[config.mk]
export PLATFORM = sky130hd
export DESIGN_NAME = vscale_csr_arbiter_flat
export DESIGN_NICKNAME = d
export VERILOG_FILES = /design/src/rtl/vscale_csr_arbiter_pkg.sv /design/src/rtl/vscale_csr_arbiter_if.sv /design/src/rtl/vscale_csr_arbiter.sv /design/src/flat_wrapper.sv
export SDC_FILE = /design/constraint.sdc
export NUM_CORES = 1
export LEC_CHECK = 0
export BUFFER_PORTS_ARGS = -buffer_cell sky130_fd_sc_hd__clkbuf_2
export CAP_MARGIN = 0
export CORE_AREA = 2 2 109 111
export CTS_CLUSTER_SIZE = 30
export DETAILED_ROUTE_END_ITERATION = 10
export DIE_AREA = 0 0 111 113
export PLACE_DENSITY = 0.8
export SLEW_MARGIN = 40
export SYNTH_ARGS = -nofsm -noshare
export SYNTH_HDL_FRONTEND = slang
export SYNTH_SLANG_ARGS = --single-unit
[constraint.sdc]
create_clock -name clk -period 1.7 [get_ports clk]
set_input_delay 0.17 -clock clk [delete_from_list [all_inputs] [get_ports clk]]
set_output_delay 0.17 -clock clk [all_outputs]
set_load 0.01 [all_outputs]
[src/rtl/vscale_csr_arbiter_pkg.sv]
`default_nettype none
// +----------------------------------------------------------------------------+
// | Module  : vscale_csr_arbiter_pkg                                           |
// | Brief   : Shared CSR constants and arbiter state encodings.                |
// | Revision: 1.0 - initial release                                            |
// +----------------------------------------------------------------------------+
package vscale_csr_arbiter_pkg;

    localparam int CSR_ADDR_WIDTH = 12;
    localparam int CSR_CMD_WIDTH  = 3;
    localparam int XPR_LEN        = 32;

    localparam logic [CSR_CMD_WIDTH-1:0] CSR_IDLE  = 3'd0;
    localparam logic [CSR_CMD_WIDTH-1:0] CSR_READ  = 3'd4;
    localparam logic [CSR_CMD_WIDTH-1:0] CSR_WRITE = 3'd5;
    localparam logic [CSR_CMD_WIDTH-1:0] CSR_SET   = 3'd6;
    localparam logic [CSR_CMD_WIDTH-1:0] CSR_CLEAR = 3'd7;

    typedef enum logic [1:0] {
        S_IDLE = 2'd0,
        S_WAIT = 2'd1,
        S_RESP = 2'd2
    } arb_state_e;

    // WRITE/SET/CLEAR all carry a non-zero low command field; READ does not.
    function automatic logic csr_cmd_writes(input logic [CSR_CMD_WIDTH-1:0] cmd);
        return cmd[1:0] != 2'b00;
    endfunction

endpackage
`default_nettype wire

[src/rtl/vscale_csr_arbiter_if.sv]
`default_nettype none
// +----------------------------------------------------------------------------+
// | Module  : vscale_csr_arbiter_if                                            |
// | Brief   : Host/debug request and response channel of the CSR arbiter.      |
// | Revision: 1.0 - initial release                                            |
// +----------------------------------------------------------------------------+
interface vscale_csr_arbiter_if;
    import vscale_csr_arbiter_pkg::*;

    logic                      host_req_valid;
    logic                      host_req_ready;
    logic [CSR_ADDR_WIDTH-1:0] host_addr;
    logic [CSR_CMD_WIDTH-1:0]  host_cmd;
    logic [XPR_LEN-1:0]        host_wdata;
    logic                      host_resp_valid;
    logic                      host_resp_ready;
    logic [XPR_LEN-1:0]        host_resp_rdata;
    logic                      host_resp_err;

    modport master (
        output host_req_valid,
        input  host_req_ready,
        output host_addr,
        output host_cmd,
        output host_wdata,
        input  host_resp_valid,
        output host_resp_ready,
        input  host_resp_rdata,
        input  host_resp_err
    );

    modport slave (
        input  host_req_valid,
        output host_req_ready,
        input  host_addr,
        input  host_cmd,
        input  host_wdata,
        output host_resp_valid,
        input  host_resp_ready,
        output host_resp_rdata,
        output host_resp_err
    );

endinterface
`default_nettype wire

[src/rtl/vscale_csr_arbiter.sv]
`default_nettype none
// +----------------------------------------------------------------------------+
// | Module  : vscale_csr_arbiter                                               |
// | Brief   : Shares the CSR-file port between the core (zero-latency pass-    |
// |           through) and a buffered host requester with bounded wait.        |
// |           Macro VSCALE_CSR_ARB_HOST_WRITE_EN enables host WRITE/SET/CLEAR. |
// | Revision: 1.0 - initial release                                            |
// +----------------------------------------------------------------------------+
module vscale_csr_arbiter
    import vscale_csr_arbiter_pkg::*;
#(
    parameter int MAX_WAIT = 8,
    parameter int WAIT_W   = 4
) (
    input  logic                      clk,
    input  logic                      reset_n,

    input  logic                      core_req_valid,
    input  logic [CSR_ADDR_WIDTH-1:0] core_addr,
    input  logic [CSR_CMD_WIDTH-1:0]  core_cmd,
    input  logic [XPR_LEN-1:0]        core_wdata,
    input  logic                      core_trap,
    output logic                      core_stall,
    output logic [XPR_LEN-1:0]        core_rdata,
    output logic                      core_illegal,

    vscale_csr_arbiter_if.slave       host,

    output logic                      csr_req,
    output logic [CSR_ADDR_WIDTH-1:0] csr_addr,
    output logic [CSR_CMD_WIDTH-1:0]  csr_cmd,
    output logic [XPR_LEN-1:0]        csr_wdata,
    input  logic [XPR_LEN-1:0]        csr_rdata,
    input  logic                      csr_illegal
);

    localparam logic [WAIT_W-1:0] c_max_wait = WAIT_W'(MAX_WAIT);

    if (MAX_WAIT < 1 || MAX_WAIT > (2**WAIT_W) - 1) begin : g_param_check
        $error("vscale_csr_arbiter: MAX_WAIT out of range for WAIT_W");
    end

    arb_state_e                r_state;
    arb_state_e                w_state_nxt;
    logic [WAIT_W-1:0]         r_cnt;
    logic [WAIT_W-1:0]         w_cnt_nxt;
    logic [CSR_ADDR_WIDTH-1:0] r_buf_addr;
    logic [CSR_ADDR_WIDTH-1:0] w_buf_addr_nxt;
    logic [CSR_CMD_WIDTH-1:0]  r_buf_cmd;
    logic [CSR_CMD_WIDTH-1:0]  w_buf_cmd_nxt;
    logic [XPR_LEN-1:0]        r_buf_wdata;
    logic [XPR_LEN-1:0]        w_buf_wdata_nxt;
    logic [XPR_LEN-1:0]        r_resp_rdata;
    logic [XPR_LEN-1:0]        w_resp_rdata_nxt;
    logic                      r_resp_err;
    logic                      w_resp_err_nxt;
    logic                      w_grant;
    logic                      w_reject;

    // Commands that can never be issued are answered without touching the CSR file.
`ifdef VSCALE_CSR_ARB_HOST_WRITE_EN
    assign w_reject = (host.host_cmd == CSR_IDLE);
`else
    assign w_reject = (host.host_cmd == CSR_IDLE) || csr_cmd_writes(host.host_cmd);
`endif

    always_ff @(posedge clk or negedge reset_n) begin
        if (!reset_n) begin
            r_state      <= S_IDLE;
            r_cnt        <= '0;
            r_buf_addr   <= '0;
            r_buf_cmd    <= '0;
            r_buf_wdata  <= '0;
            r_resp_rdata <= '0;
            r_resp_err   <= 1'b0;
        end else begin
            r_state      <= w_state_nxt;
            r_cnt        <= w_cnt_nxt;
            r_buf_addr   <= w_buf_addr_nxt;
            r_buf_cmd    <= w_buf_cmd_nxt;
            r_buf_wdata  <= w_buf_wdata_nxt;
            r_resp_rdata <= w_resp_rdata_nxt;
            r_resp_err   <= w_resp_err_nxt;
        end
    end

    always_comb begin
        w_state_nxt      = r_state;
        w_cnt_nxt        = r_cnt;
        w_buf_addr_nxt   = r_buf_addr;
        w_buf_cmd_nxt    = r_buf_cmd;
        w_buf_wdata_nxt  = r_buf_wdata;
        w_resp_rdata_nxt = r_resp_rdata;
        w_resp_err_nxt   = r_resp_err;
        w_grant          = 1'b0;

        case (r_state)
            S_IDLE: begin
                if (host.host_req_valid) begin
                    w_buf_addr_nxt  = host.host_addr;
                    w_buf_cmd_nxt   = host.host_cmd;
                    w_buf_wdata_nxt = host.host_wdata;
                    w_cnt_nxt       = '0;
                    if (w_reject) begin
                        w_resp_rdata_nxt = '0;
                        w_resp_err_nxt   = 1'b1;
                        w_state_nxt      = S_RESP;
                    end else begin
                        w_state_nxt = S_WAIT;
                    end
                end
            end

            S_WAIT: begin
                // Never grant in a trap cycle so host writes cannot race trap-state updates.
                w_grant = !core_trap && (!core_req_valid || (r_cnt == c_max_wait));
                if (w_grant) begin
                    w_resp_rdata_nxt = csr_rdata;
                    w_resp_err_nxt   = csr_illegal;
                    w_state_nxt      = S_RESP;
                end else if (!core_trap && (r_cnt != c_max_wait)) begin
                    w_cnt_nxt = r_cnt + 1'b1;
                end
            end

            S_RESP: begin
                if (host.host_resp_ready) begin
                    w_state_nxt = S_IDLE;
                end
            end

            default: begin
                w_state_nxt = S_IDLE;
            end
        endcase
    end

    always_comb begin
        csr_req   = core_req_valid;
        csr_addr  = core_addr;
        csr_cmd   = core_cmd;
        csr_wdata = core_wdata;
        if (w_grant) begin
            csr_req   = 1'b1;
            csr_addr  = r_buf_addr;
            csr_cmd   = r_buf_cmd;
            csr_wdata = r_buf_wdata;
        end
    end

    assign core_stall   = w_grant && core_req_valid;
    assign core_rdata   = csr_rdata;
    assign core_illegal = csr_illegal && !core_stall;

    assign host.host_req_ready  = (r_state == S_IDLE);
    assign host.host_resp_valid = (r_state == S_RESP);
    assign host.host_resp_rdata = r_resp_rdata;
    assign host.host_resp_err   = r_resp_err;

endmodule
`default_nettype wire

[src/flat_wrapper.sv]
// flat-port wrapper written by rule: the top's interface ports become plain ports
module vscale_csr_arbiter_flat import vscale_csr_arbiter_pkg::*;
#(
    parameter int MAX_WAIT = 8,
    parameter int WAIT_W   = 4
)
  (clk, reset_n, core_req_valid, core_addr, core_cmd, core_wdata, core_trap, core_stall, core_rdata, core_illegal, csr_req, csr_addr, csr_cmd, csr_wdata, csr_rdata, csr_illegal, host_host_req_valid, host_host_req_ready, host_host_addr, host_host_cmd, host_host_wdata, host_host_resp_valid, host_host_resp_ready, host_host_resp_rdata, host_host_resp_err);
  vscale_csr_arbiter_if host_i ();
  input  logic clk;
  input  logic reset_n;
  input  logic core_req_valid;
  input  logic [CSR_ADDR_WIDTH-1:0] core_addr;
  input  logic [CSR_CMD_WIDTH-1:0] core_cmd;
  input  logic [XPR_LEN-1:0] core_wdata;
  input  logic core_trap;
  output logic core_stall;
  output logic [XPR_LEN-1:0] core_rdata;
  output logic core_illegal;
  output logic csr_req;
  output logic [CSR_ADDR_WIDTH-1:0] csr_addr;
  output logic [CSR_CMD_WIDTH-1:0] csr_cmd;
  output logic [XPR_LEN-1:0] csr_wdata;
  input  logic [XPR_LEN-1:0] csr_rdata;
  input  logic csr_illegal;
  input wire logic [$bits(host_i.host_req_valid)-1:0] host_host_req_valid;
  output wire logic [$bits(host_i.host_req_ready)-1:0] host_host_req_ready;
  input wire logic [$bits(host_i.host_addr)-1:0] host_host_addr;
  input wire logic [$bits(host_i.host_cmd)-1:0] host_host_cmd;
  input wire logic [$bits(host_i.host_wdata)-1:0] host_host_wdata;
  output wire logic [$bits(host_i.host_resp_valid)-1:0] host_host_resp_valid;
  input wire logic [$bits(host_i.host_resp_ready)-1:0] host_host_resp_ready;
  output wire logic [$bits(host_i.host_resp_rdata)-1:0] host_host_resp_rdata;
  output wire logic [$bits(host_i.host_resp_err)-1:0] host_host_resp_err;
  assign host_i.host_req_valid = host_host_req_valid;
  assign host_host_req_ready = host_i.host_req_ready;
  assign host_i.host_addr = host_host_addr;
  assign host_i.host_cmd = host_host_cmd;
  assign host_i.host_wdata = host_host_wdata;
  assign host_host_resp_valid = host_i.host_resp_valid;
  assign host_i.host_resp_ready = host_host_resp_ready;
  assign host_host_resp_rdata = host_i.host_resp_rdata;
  assign host_host_resp_err = host_i.host_resp_err;
  vscale_csr_arbiter #(.MAX_WAIT(MAX_WAIT), .WAIT_W(WAIT_W)) u_core (.clk(clk), .reset_n(reset_n), .core_req_valid(core_req_valid), .core_addr(core_addr), .core_cmd(core_cmd), .core_wdata(core_wdata), .core_trap(core_trap), .core_stall(core_stall), .core_rdata(core_rdata), .core_illegal(core_illegal), .host(host_i), .csr_req(csr_req), .csr_addr(csr_addr), .csr_cmd(csr_cmd), .csr_wdata(csr_wdata), .csr_rdata(csr_rdata), .csr_illegal(csr_illegal));
endmodule
; ---- Word level (Yosys, flattened, before mapping)
; Cells that the tools add are included.
[op_classes]
n_addsub = 1
n_mul = 0
div = 0
order_cmp = 0
eq_ne = 10
shift = 0
muxes = 22
n_bitwise = 0
n_reduce_logical = 17
[ops]
columns = operator, n
row1 = $mux W32, 4
row2 = $pmux W32 S2, 1
row3 = $mux W12, 1
row4 = $mux W4, 3
row5 = $mux W2, 4
row6 = $ne A2 B1 Y1 const B, 4
row7 = $pmux W4 S2, 1
row8 = $reduce_and A4 Y1, 2
row9 = $pmux W2 S3, 1
row10 = $mux W1, 5
row11 = $add A4 B1 Y4 const B, 1
row12 = $eq A4 B4 Y1 const B, 1
row13 = $logic_and A1 B1 Y1, 4
row14 = $ne A2 B2 Y1 const B, 2
row15 = $ne A4 B4 Y1 const B, 1
row16 = $reduce_bool A2 Y1, 2
row17 = $logic_not A1 Y1, 3
row18 = $logic_not A3 Y1, 1
row19 = $mux W3, 1
row20 = $reduce_and A3 Y1, 1
row21 = $eq A2 B1 Y1 const B, 1
row22 = $eq A2 B2 Y1 const B, 1
row23 = $logic_not A2 Y1, 1
row24 = $logic_or A1 B1 Y1, 2
row25 = 2 further kinds, 2
[word_totals]
register_bits = 86
latch_bits = 0
mem_bits_rw = 0
rom_bits = 0
in_bits = 133
output_inout_bits = 117
wordCells = 57
mem_count = 0

; ---- Longest topological paths before layout
; Gate-level depths: netlist (run 1).
[logic_depth]
word_depth = 7
mapped_depth = 7
depth_no_buf = 5

; ---- Worst setup path before layout (run 1)
; No wires, ideal clock.
[synth_path]
path_kind = register to output
start = register u_core.r_state[1]
end = output port csr_addr[11]
arrival_time_ns = 1.704
required_time_ns = 1.530
slack_ns = -0.174
path_stages_with_launch = 6
path_buffers = 2
path_cell_list = dfrtp_1 > or3b_1 > buf_2 > a21oi_4 > buf_6 > mux2_1
[synth_via]
elab_chain_len = 3
[synth_lines]
columns = element, line_no
row1 = "start, declared", vscale_csr_arbiter.sv:43  ; arb_state_e r_state;
row2 = "start signal, assigned", vscale_csr_arbiter.sv:77  ; r_state <= w_state_nxt;
row3 = $eq A2 B1 Y1, vscale_csr_arbiter.sv:97  ; case (r_state)
row4 = $mux W1, vscale_csr_arbiter.sv:97
row5 = $mux W12, vscale_csr_arbiter.sv:143  ; if (w_grant) begin
row6 = "end, declared", flat_wrapper.sv:20  ; output logic [CSR_ADDR_WIDTH-1:0] csr_addr;
; Every way passes these cells.

; ---- Final worst setup path (run 1)
[layout_path]
start = register u_core.r_state[1]
end = output port csr_wdata[14]
[layout_via]
elab_chain_len = 3
[layout_lines]
columns = element, line_no
row1 = $eq A2 B1 Y1, vscale_csr_arbiter.sv:97
row2 = $mux W1, vscale_csr_arbiter.sv:97
row3 = $mux W32, vscale_csr_arbiter.sv:143
row4 = "end, declared", flat_wrapper.sv:22  ; output logic [XPR_LEN-1:0] csr_wdata;
; Every way passes these cells.

==> run_results.csv, run 1 <==
group,metric,value,unit
outcome,status,"complete, but fails checks",
outcome,violations,"negative setup slack",
setup_path,crit_type,"reg2out",
cells_and_area,drive_gt1_share,50.14,%
die,ios,250,
cells_and_area,postLayoutCellArea,6429,sq um
global_route,grt_usage,19.63,%
drt,drtIter0Drc,234,
cells_and_area,nets,836,
cts,cts_tree,"yes",
die,placementRows,39,
hold_path,hold_path.class,"in2reg",
placed_design,portBuffers,249,
die,die-area,12540,sq um
cts,clockBufferDepth,2,
cts,cts_buffers,9,
global_route,grt_max_degree,53,
synth,ys_ff_latch,86,
placed_design,placedCellCount,825,
global_route,antenna_found_initial,0,
sta,worstMarginPinSlew,0.4131,ns
synth,synth_cell_types,34,
synth,syn_nets,613,
setup_path,path_max_fanout,7,
cells_and_area,utilization,57.03,%
cells_and_area,diodes,0,
synth,seq_area_frac_synth,48.10,%
drt,route.detailed.drc,0,
sta,max_freq,0.4523,GHz
cells_and_area,layout_common_cells,"246 x clkbuf_2, 145 x nand2_1, 86 x dfrtp_1",
synth,syn_inst,478,
cts,clk_latency,0.33,ns
synth,synth_warnings,0,
placed_design,place_ws,-0.1725,ns
power_and_ir_drop,vdd_drop_max,0.0004529,V
power_and_ir_drop,total_power,0.006021,W
die,die_h,113,microns
synth,syn_area,4474,sq um
die,initial_core_util,39.69,%
setup_path,endpoint_kind,"primary output",
sta,hold_viol_final,0,
setup_path,crit_arrival,2.04,ns
die,coreArea,11270,sq um
sta,rsz0062_at_grt,"yes",
placed_design,place_area,5966,sq um
drt,wl,12680,microns
sta,post-route-period-util,130.1,%
sta,finalCriticalPeriod,2.211,ns
cells_and_area,final_common_cell,"clkbuf_2",
placed_design,gp_congestion,0.8111,
drt,ant_nets,0,
power_and_ir_drop,p_switching,0.001762,W
synth,synth.avg_cell_area,9.360,sq um
sta,finClkSkew,0.007978,ns
sta,slew_headroom,72.46,%
power_and_ir_drop,leakage,3.484,nW
drt,routed_via_density,4.943,
power_and_ir_drop,netSwitchingFraction,29.26,%
placed_design,hpwlAfterDp,9002,microns
sta,finalSetupViolations,74,
drt,dr.pass1.iters,4,
setup_path,start_kind,"register",
drt,vias,4197,
run,cap_viol_max_count,0,
cts,root_buffer,"clkbuf_16",
power_and_ir_drop,pwr-share-comb,22.8,%
setup_path,required,1.53,ns
power_and_ir_drop,power_density,936.5,nW/um^2
power_and_ir_drop,p_int,0.004259,W
cells_and_area,area_growth_syn_to_layout,43.68,%
cts,clkTransAtPathRegs,0.06,ns
die,fp.dieW,111,microns
drt,wire_per_inst,14.94,microns
cells_and_area,fin_cells,849,
cts,numClockSinks,86,
global_route,grt_pass1_vias,3954,
sta,layout_setup_ws,-0.5111,ns
cts,htreeDepth,3,
sta,drv_slew,0,
power_and_ir_drop,seqPwrFrac,44.7,%
power_and_ir_drop,clkPwrFrac,32.5,%
global_route,grt-ovfl-total,0,
global_route,grt_pass1_wl,19950,microns
==> routing by layer <==
| layer | vias up | track usage [%] | share of wire (%) |
|---|---|---|---|
| li1 | 2036 | - | - |
| met1 | 1948 | 24.58 | 40 |
| met2 | 198 | 34.23 | 51 |
| met3 | 15 | 4.499 | 7.4 |
| met4 | 0 | 5.667 | 1.6 |
| met5 | - | 0 | 0 |
==> layout make-up <==
type                    instances  area, sq um
multi-input cells             319         2100
clock inverters                 6        61.31
fillers                       994         4843
inverters                       4        15.01
flip-flops and latches         86         2152
well taps                     143        178.9
repair buffers                281         1683
clock buffers                  10        239.0
==> cell families after synthesis <==
group | after synthesis | share of synthesized area [%]
AND/OR/NAND/NOR | 162 | 14.90
AO/OA/AOI/OAI | 105 | 14.15
flip-flops | 86 | 48.10
buffers and inverters | 73 | 9.759
multiplexers | 50 | 12.53
adder cells (fa/ha/maj) | 2 | 0.5592
==> cell usage after synthesis <==
library cell | instances | area share [%]
a211o_1 | 1 | 0.20
a21oi_1 | 2 | 0.22
a21oi_4 | 1 | 0.36
and3b_1 | 1 | 0.20
buf_2 | 1 | 0.11
buf_4 | 32 | 5.4
buf_6 | 5 | 1.3
clkbuf_1 | 28 | 2.3
clkbuf_2 | 3 | 0.34
dfrtp_1 | 86 | 48
ha_1 | 2 | 0.56
inv_1 | 4 | 0.34
mux2_1 | 3 | 0.75
mux2_2 | 45 | 11
mux2i_1 | 2 | 0.45
nand2_1 | 145 | 12
nand3_1 | 1 | 0.11
nand3b_1 | 1 | 0.17
nand4_1 | 2 | 0.28
nor2_1 | 2 | 0.17
nor2b_1 | 2 | 0.28
nor3_1 | 1 | 0.11
nor3b_1 | 2 | 0.34
nor3b_2 | 1 | 0.28
o211ai_1 | 32 | 5.4
o21ai_0 | 64 | 7.2
o21ai_1 | 1 | 0.11
o21bai_1 | 1 | 0.17
o311ai_0 | 1 | 0.20
o31ai_1 | 1 | 0.17
o41ai_1 | 1 | 0.20
or2b_1 | 1 | 0.17
or3b_1 | 2 | 0.39
or4_4 | 1 | 0.25
==> state kept, by name (all words and copies together), names as in the netlist <==
name	cells
u_core.host.host_resp_err	1
u_core.host.host_resp_rdata	32
u_core.r_buf_addr	12
u_core.r_buf_cmd	3
u_core.r_buf_wdata	32
u_core.r_cnt	4
u_core.r_state	2
==> power by group through the flow <==
stage / logic [W] / clock network (W) / registers [W]
after floorplan: 0.000774 / 0 / 0.00268
after global placement: 0.00130 / 0 / 0.00272
after detailed placement: 0.00134 / 0 / 0.00272
after CTS: 0.00136 / 0.00199 / 0.00269
after global routing: 0.00153 / 0.00209 / 0.00273
final: 0.00137 / 0.00196 / 0.00269
==> stage by stage <==
stage	hold slack, ns	TNS (ns)
4_1_cts	0.01766	-25.47
3_3_place_gp	0.1261	-7.760
3_5_place_dp	0.1340	-9.688
6_report	0.02137	-25.74
2_1_floorplan	-0.1256	-7.228
5_1_grt	0.01522	-33.66
==> final timing paths <==
path | endpoint | depth (start not counted) | slack, ns | start
max | csr_wdata[14] | 6 | -0.51 | u_core.r_state[1]
min | u_core.r_buf_wdata[30] | 3 | 0.02 | host_host_wdata[30]
max reg2reg | u_core.host.host_resp_rdata[29] | 6 | -0.13 | u_core.r_state[1]
min reg2reg | u_core.r_buf_wdata[20] | 2 | 0.48 | u_core.r_buf_wdata[20]
max in group asynchronous | u_core.r_buf_addr[6] | 3 | 0.86 | reset_n
min in group asynchronous | u_core.host.host_resp_rdata[22] | 2 | 0.30 | reset_n
==> repair_timing <==
| action | in CTS | in global routing |
|---|---|---|
| buffers inserted | 4 | 1 |
| cloned | 2 | 2 |
| hold buffers | 1 | 0 |
| pin swaps | 1 | 1 |
| endpoints found under the setup margin | 75 | 85 |
| resized for setup | 5 | 7 |
| endpoints found under the hold margin | 28 | 0 |
==> critical path, cell delays in order, from the launching register on <==
cell,delay (ns)
dfrtp_1,0.38
or3b_4,0.40
a21oi_4,0.16
buf_4,0.18
clkbuf_16,0.17
mux2_4,0.29
clkbuf_2,0.12
No activity file was read; power rests on OpenSTA's default activity.
==> inputs of run 2 (changes only) <==
RECOVER_POWER = 25   (was not set)
SLEW_MARGIN = 20   (was 40)
==> run 2 against run 1 <==
Compared with the run above: the flow still finishes with violations (negative setup slack); critical path type unchanged; cell area decreased by 0.66%; critical endpoint unchanged; wire length rose by 0.27%; sequential power hardly changed; maximum frequency hardly changed; largest cell class unchanged; register-to-register slack is essentially flat; combinational power is essentially flat.
==> run_results.csv, run 2 (synthesis gave the netlist of run 1 again) <==
group,metric,value,unit
cts,cts_tree,"yes",
die,coreArea,11270,sq um
setup_path,crit_arrival,2.04,ns
drt,route.detailed.drc,0,
cells_and_area,postLayoutCellArea,6386,sq um
setup_path,path_max_fanout,7,
power_and_ir_drop,total_power,0.006013,W
cells_and_area,final_common_cell,"clkbuf_2",
sta,worstMarginPinSlew,0.7931,ns
sta,finalCriticalPeriod,2.212,ns
cells_and_area,area_growth_syn_to_layout,42.73,%
die,die-area,12540,sq um
global_route,grt_usage,19.63,%
global_route,grt-busiest-layer,"met2",
power_and_ir_drop,leakage,3.388,nW
sta,layout_setup_ws,-0.5121,ns
sta,finClkSkew,0.007822,ns
cells_and_area,drive_gt1_share,45.61,%
power_and_ir_drop,pwr-share-comb,22.6,%
drt,ant_nets,0,
global_route,grt_max_degree,53,
sta,post-route-period-util,130.1,%
cts,htreeDepth,3,
setup_path,ff2ff_setup_slack,-0.13,ns
setup_path,start_kind,"register",
cts,clockBufferDepth,2,
setup_path,required,1.53,ns
global_route,use_met1,24.58,%
cts,clk_latency,0.33,ns
global_route,met2_usage,34.23,%
cells_and_area,fillCellCount,1019,
setup_path,cp_slowest_cell,"or3b_4",
power_and_ir_drop,power_density,941.6,nW/um^2
global_route,antenna_found_initial,0,
sta,finalSetupViolations,74,
cells_and_area,diodes,0,
drt,wire_per_inst,14.98,microns
die,initial_core_util,39.69,%
cells_and_area,multi_input_area,2100,sq um
cells_and_area,nets,836,
power_and_ir_drop,clkPwrFrac,32.6,%
power_and_ir_drop,p_int,0.004248,W
global_route,grt-ovfl-total,0,
die,fp.dieW,111,microns
global_route,grt_pass1_vias,3954,
power_and_ir_drop,seqPwrFrac,44.7,%
placed_design,place_area,5966,sq um
cts,root_buffer,"clkbuf_16",
die,placementRows,39,
drt,drtIter0Drc,224,
placed_design,hpwlAfterDp,9002,microns
cts,numClockSinks,86,
cells_and_area,final-seq-area,2152,sq um
global_route,grt_pass1_wl,19950,microns
sta,drv_slew,0,
placed_design,placedCellCount,825,
sta,max_freq,0.4520,GHz
drt,dr.pass1.iters,4,
drt,routed_via_density,4.925,
hold_path,hold_path.class,"in2reg",
sta,hold_viol_final,0,
sta,slew_headroom,47.13,%
outcome,status,"complete, but fails checks",
cells_and_area,layout_common_cells,"215 x clkbuf_2, 145 x nand2_1, 86 x dfrtp_1",
setup_path,crit_type,"reg2out",
power_and_ir_drop,p_switching,0.001765,W
cells_and_area,fin_cells,849,
global_route,met3_usage,4.499,%
placed_design,gp_congestion,0.8111,
drt,vias,4181,
outcome,violations,"negative setup slack",
setup_path,cp_cell_sequence,"or3b_4, a21oi_4, buf_4, clkbuf_16, mux2_4, clkbuf_2",
cts,clkTransAtPathRegs,0.06,ns
placed_design,portBuffers,249,
drt,wl,12710,microns
cts,cts_buffers,9,
die,die_h,113,microns
setup_path,endpoint_kind,"primary output",
setup_path,slowest_delay,0.40,ns
sta,rsz0062_at_grt,"yes",
die,ios,250,
power_and_ir_drop,vdd_drop_max,0.0004540,V
cells_and_area,utilization,56.65,%
run,cap_viol_max_count,0,
power_and_ir_drop,netSwitchingFraction,29.36,%
sta,setup-tns-final,-25.77,ns
run 2: power by group through the flow:
stage                     combinational, W  sequential, W  clock [W]
final                              0.00136        0.00269    0.00196
after global routing               0.00152        0.00273    0.00209
after CTS                          0.00136        0.00269    0.00199
after detailed placement           0.00134        0.00272          0
after global placement             0.00130        0.00272          0
after floorplan                   0.000774        0.00268          0
run 2: per-stage QoR:
| step | hold slack [ns] | setup slack [ns] |
|---|---|---|
| CTS | 0.01766 | -0.5077 |
| global route | 0.01522 | -0.6187 |
| floorplan | -0.1256 | -0.1565 |
| finish | 0.02117 | -0.5121 |
| global placement | 0.1261 | -0.1431 |
| detailed placement | 0.1340 | -0.1725 |
run 2: final timing paths:
path                                   startpoint                         endpoint  cells after the start
min in group asynchronous                 reset_n  u_core.host.host_resp_rdata[22]                      2
setup reg to reg                u_core.r_state[1]  u_core.host.host_resp_rdata[29]                      6
hold reg to reg            u_core.r_buf_wdata[20]           u_core.r_buf_wdata[20]                      2
max in group asynchronous                 reset_n           u_core.r_buf_wdata[24]                      3
setup / recovery                u_core.r_state[1]                    csr_wdata[14]                      6
hold / removal                host_host_wdata[30]           u_core.r_buf_wdata[30]                      3
run 2: timing repair:
action / in CTS / in global routing
hold buffers: 1 / 0
gates resized for setup: 5 / 7
gates cloned: 2 / 2
buffers inserted: 4 / 1
pin swaps: 1 / 1
endpoints found under the hold margin: 28 / 0
endpoints found under the setup margin: 75 / 85
run 2: per-layer routing:
metal  up-vias  share of wire (%)
met5         -                  0
li1       2035                  -
met2       182                 51
met1      1949                 40
met3        15                6.8
met4         0                1.6
run 2: cell type report:
type                    count  share of cell area (%)
inverters                   4                  0.2351
clock inverters             6                  0.9600
repair buffers            281                   25.69
clock buffers              10                   3.742
multi-input cells         319                   32.88
flip-flops and latches     86                   33.70
well taps                 143                   2.802
run 2: worst max-delay path: cells and delay by family, from the launching register on:
family                 cells  cell delay [ns]
flip-flops                 1             0.38
AND/OR/NAND/NOR            1             0.40
buffers and inverters      3             0.47
AO/OA/AOI/OAI              1             0.16
multiplexers               1             0.29
==> inputs of run 3 (changes only) <==
--- a/config.mk
+++ b/config.mk
@@ -7,5 +7,5 @@
 export LEC_CHECK = 0
 export BUFFER_PORTS_ARGS = -buffer_cell sky130_fd_sc_hd__clkbuf_2
-export CAP_MARGIN = 0
+export CAP_MARGIN = 20
 export CORE_AREA = 2 2 109 111
 export CTS_CLUSTER_SIZE = 30
==> constraint.sdc (replaced) <==
create_clock -name clk -period 1.7 [get_ports clk]
set_input_delay 0.34 -clock clk [delete_from_list [all_inputs] [get_ports clk]]
set_output_delay 0.34 -clock clk [all_outputs]
set_load 0.01 [all_outputs]
==> run 3 against run 2 <==
Compared with the run above: the flow still finishes with violations (negative setup slack); largest cell class unchanged; non-clock buffer count rose by 5; critical endpoint is now csr_wdata[22]; sequential share of layout area fell by 0.68 points; cell area rose by 2.1%.
==> run_results.csv, run 3 (synthesis gave the netlist of run 1 again) <==
group,metric,value,unit
global_route,grt_pass1_wl,19730,microns
sta,hold_viol_final,0,
global_route,antenna_found_initial,0,
sta,layout_setup_ws,-0.6851,ns
die,die-area,12540,sq um
cts,numClockSinks,86,
power_and_ir_drop,seqPwrFrac,43.4,%
drt,route.detailed.drc,0,
sta,post-route-period-util,140.3,%
sta,finalSetupViolations,63,
run,cap_viol_max_count,0,
die,placementRows,39,
setup_path,path_max_fanout,12,
power_and_ir_drop,power_density,951.8,nW/um^2
cts,clk_latency,0.33,ns
sta,drv_slew,0,
placed_design,hpwlAfterDp,8780,microns
power_and_ir_drop,total_power,0.006203,W
power_and_ir_drop,vdd_drop_max,0.0004671,V
global_route,grt_pass1_vias,4047,
setup_path,ff2ff_setup_slack,-0.11,ns
drt,wire_per_inst,14.93,microns
sta,slew_headroom,22.17,%
cells_and_area,nets,841,
drt,drtIter0Drc,227,
sta,rsz0062_at_grt,"yes",
die,initial_core_util,39.69,%
power_and_ir_drop,leakage,3.525,nW
die,fp.dieW,111,microns
cells_and_area,layout_common_cells,"243 x clkbuf_2, 144 x nand2_1, 86 x dfrtp_1",
cts,htreeDepth,3,
placed_design,portBuffers,249,
power_and_ir_drop,pwr-share-comb,21.8,%
setup_path,crit_arrival,2.05,ns
cts,cts_buffers,9,
cells_and_area,drive_gt1_share,50.63,%
cells_and_area,diodes,0,
setup_path,worstReg2RegEnd,"u_core.host.host_resp_err",
die,coreArea,11270,sq um
drt,wl,12750,microns
placed_design,gp_congestion,0.7765,
global_route,grt_usage,19.52,%
power_and_ir_drop,clkPwrFrac,34.8,%
drt,routed_via_density,5.026,
hold_path,hold_path.class,"in2reg",
placed_design,placedCellCount,828,
power_and_ir_drop,p_switching,0.001758,W
cts,cts_tree,"yes",
die,ios,250,
cts,clkTransAtPathRegs,0.07,ns
cts,clockBufferDepth,2,
power_and_ir_drop,netSwitchingFraction,28.34,%
sta,finalCriticalPeriod,2.385,ns
drt,dr.pass1.iters,5,
setup_path,worst_r2r_path_depth,8,
drt,vias,4292,
outcome,status,"complete, but fails checks",
drt,ant_nets,0,
hold_path,hold_depth,3,
sta,max_freq,0.4193,GHz
cts,cts_hold_buf,0,
power_and_ir_drop,p_int,0.004445,W
setup_path,endpoint_kind,"primary output",
sta,worstMarginPinSlew,1.167,ns
hold_path,whs_endpoint,"u_core.r_buf_addr[11]",
setup_path,crit_type,"reg2out",
sta,finClkSkew,0.008995,ns
global_route,grt-ovfl-total,0,
hold_path,min-delay-start,"host_host_addr[11]",
cells_and_area,fin_cells,854,
setup_path,reg2reg_from,"u_core.r_cnt[0]",
setup_path,required,1.36,ns
setup_path,start_kind,"register",
global_route,grt_max_degree,87,
outcome,violations,"negative setup slack",
cts,root_buffer,"clkbuf_16",
die,die_h,113,microns
cells_and_area,area_growth_syn_to_layout,45.67,%
cells_and_area,final_common_cell,"clkbuf_2",
-- run 3: changes by cell type in the layout (fill, tap and decap cells not counted), moves of 2 or more --
| cell | before | now |
|---|---|---|
| clkbuf_2 | 215 | 243 |
| clkbuf_1 | 32 | 0 |
| o21ai_0 | 64 | 55 |
| buf_4 | 17 | 21 |
| buf_2 | 2 | 0 |
| buf_6 | 1 | 7 |
| clkbuf_4 | 0 | 2 |
| clkinv_2 | 3 | 1 |
| o21ai_1 | 1 | 10 |
-- run 3: layout make-up --
type | count | area, sq um
fillers | 978 | 4755
flip-flops and latches | 86 | 2152
multi-input cells | 319 | 2097
repair buffers | 286 | 1740
clock buffers | 11 | 252.7
well taps | 143 | 178.9
clock inverters | 5 | 81.33
inverters | 4 | 15.01
-- run 3: critical path: stages, from the launching register on --
cell	delay [ns]
dfrtp_1	0.38
inv_1	0.06
ha_2	0.17
nand3b_1	0.13
a21oi_4	0.20
buf_4	0.15
buf_12	0.16
mux2_4	0.32
clkbuf_2	0.14
-- run 3: metrics by stage --
stage / worst slack, ns / util [%] / hold slack (ns) / TNS (ns) / cell area, sq um
2_1_floorplan: -0.3265 / - / 0.04441 / -15.23 / 4658
3_3_place_gp: -0.4016 / 53.01 / 0.4083 / -22.49 / 5976
3_5_place_dp: -0.4195 / 53.01 / 0.4124 / -23.62 / 5976
4_1_cts: -0.6766 / 56.95 / 0.05622 / -34.03 / 6420
5_1_grt: -0.7985 / 57.82 / 0.1937 / -40.01 / 6518
6_report: -0.6851 / 57.82 / 0.1955 / -32.49 / 6518
-- run 3: repair_timing --
item,in CTS,in global routing
buffers inserted,5,4
gates cloned,2,2
pin swaps,2,0
setup endpoints to repair,77,85
gates resized for setup,7,31
-- run 3: power by group through the flow --
| stage | logic [W] | clock network, W | registers, W |
|---|---|---|---|
| after floorplan | 0.000774 | 0 | 0.00268 |
| after global placement | 0.00129 | 0 | 0.00272 |
| after detailed placement | 0.00133 | 0 | 0.00272 |
| after CTS | 0.00135 | 0.00221 | 0.00269 |
| after global routing | 0.00152 | 0.00230 | 0.00274 |
| final | 0.00136 | 0.00216 | 0.00269 |
-- run 3: per-layer routing --
metal | track usage (%) | vias to the layer above | routed length (microns)
met4 | 6.500 | 0 | 198
met2 | 34.89 | 204 | 6491
met5 | 0 | - | 0
li1 | - | 2070 | -
met1 | 23.13 | 2000 | 5096
met3 | 4.821 | 18 | 960
-- run 3: worst max-delay path by stage --
stage | cells after the start | to | startpoint
4_1_cts | 8 | csr_wdata[22] | u_core.r_cnt[0]
2_1_floorplan | 5 | csr_addr[0] | u_core.r_state[1]
5_1_grt | 8 | csr_wdata[22] | u_core.r_cnt[0]
3_3_place_gp | 6 | csr_cmd[0] | core_trap
3_5_place_dp | 6 | csr_addr[4] | core_trap
6_report | 8 | csr_wdata[22] | u_core.r_cnt[0]
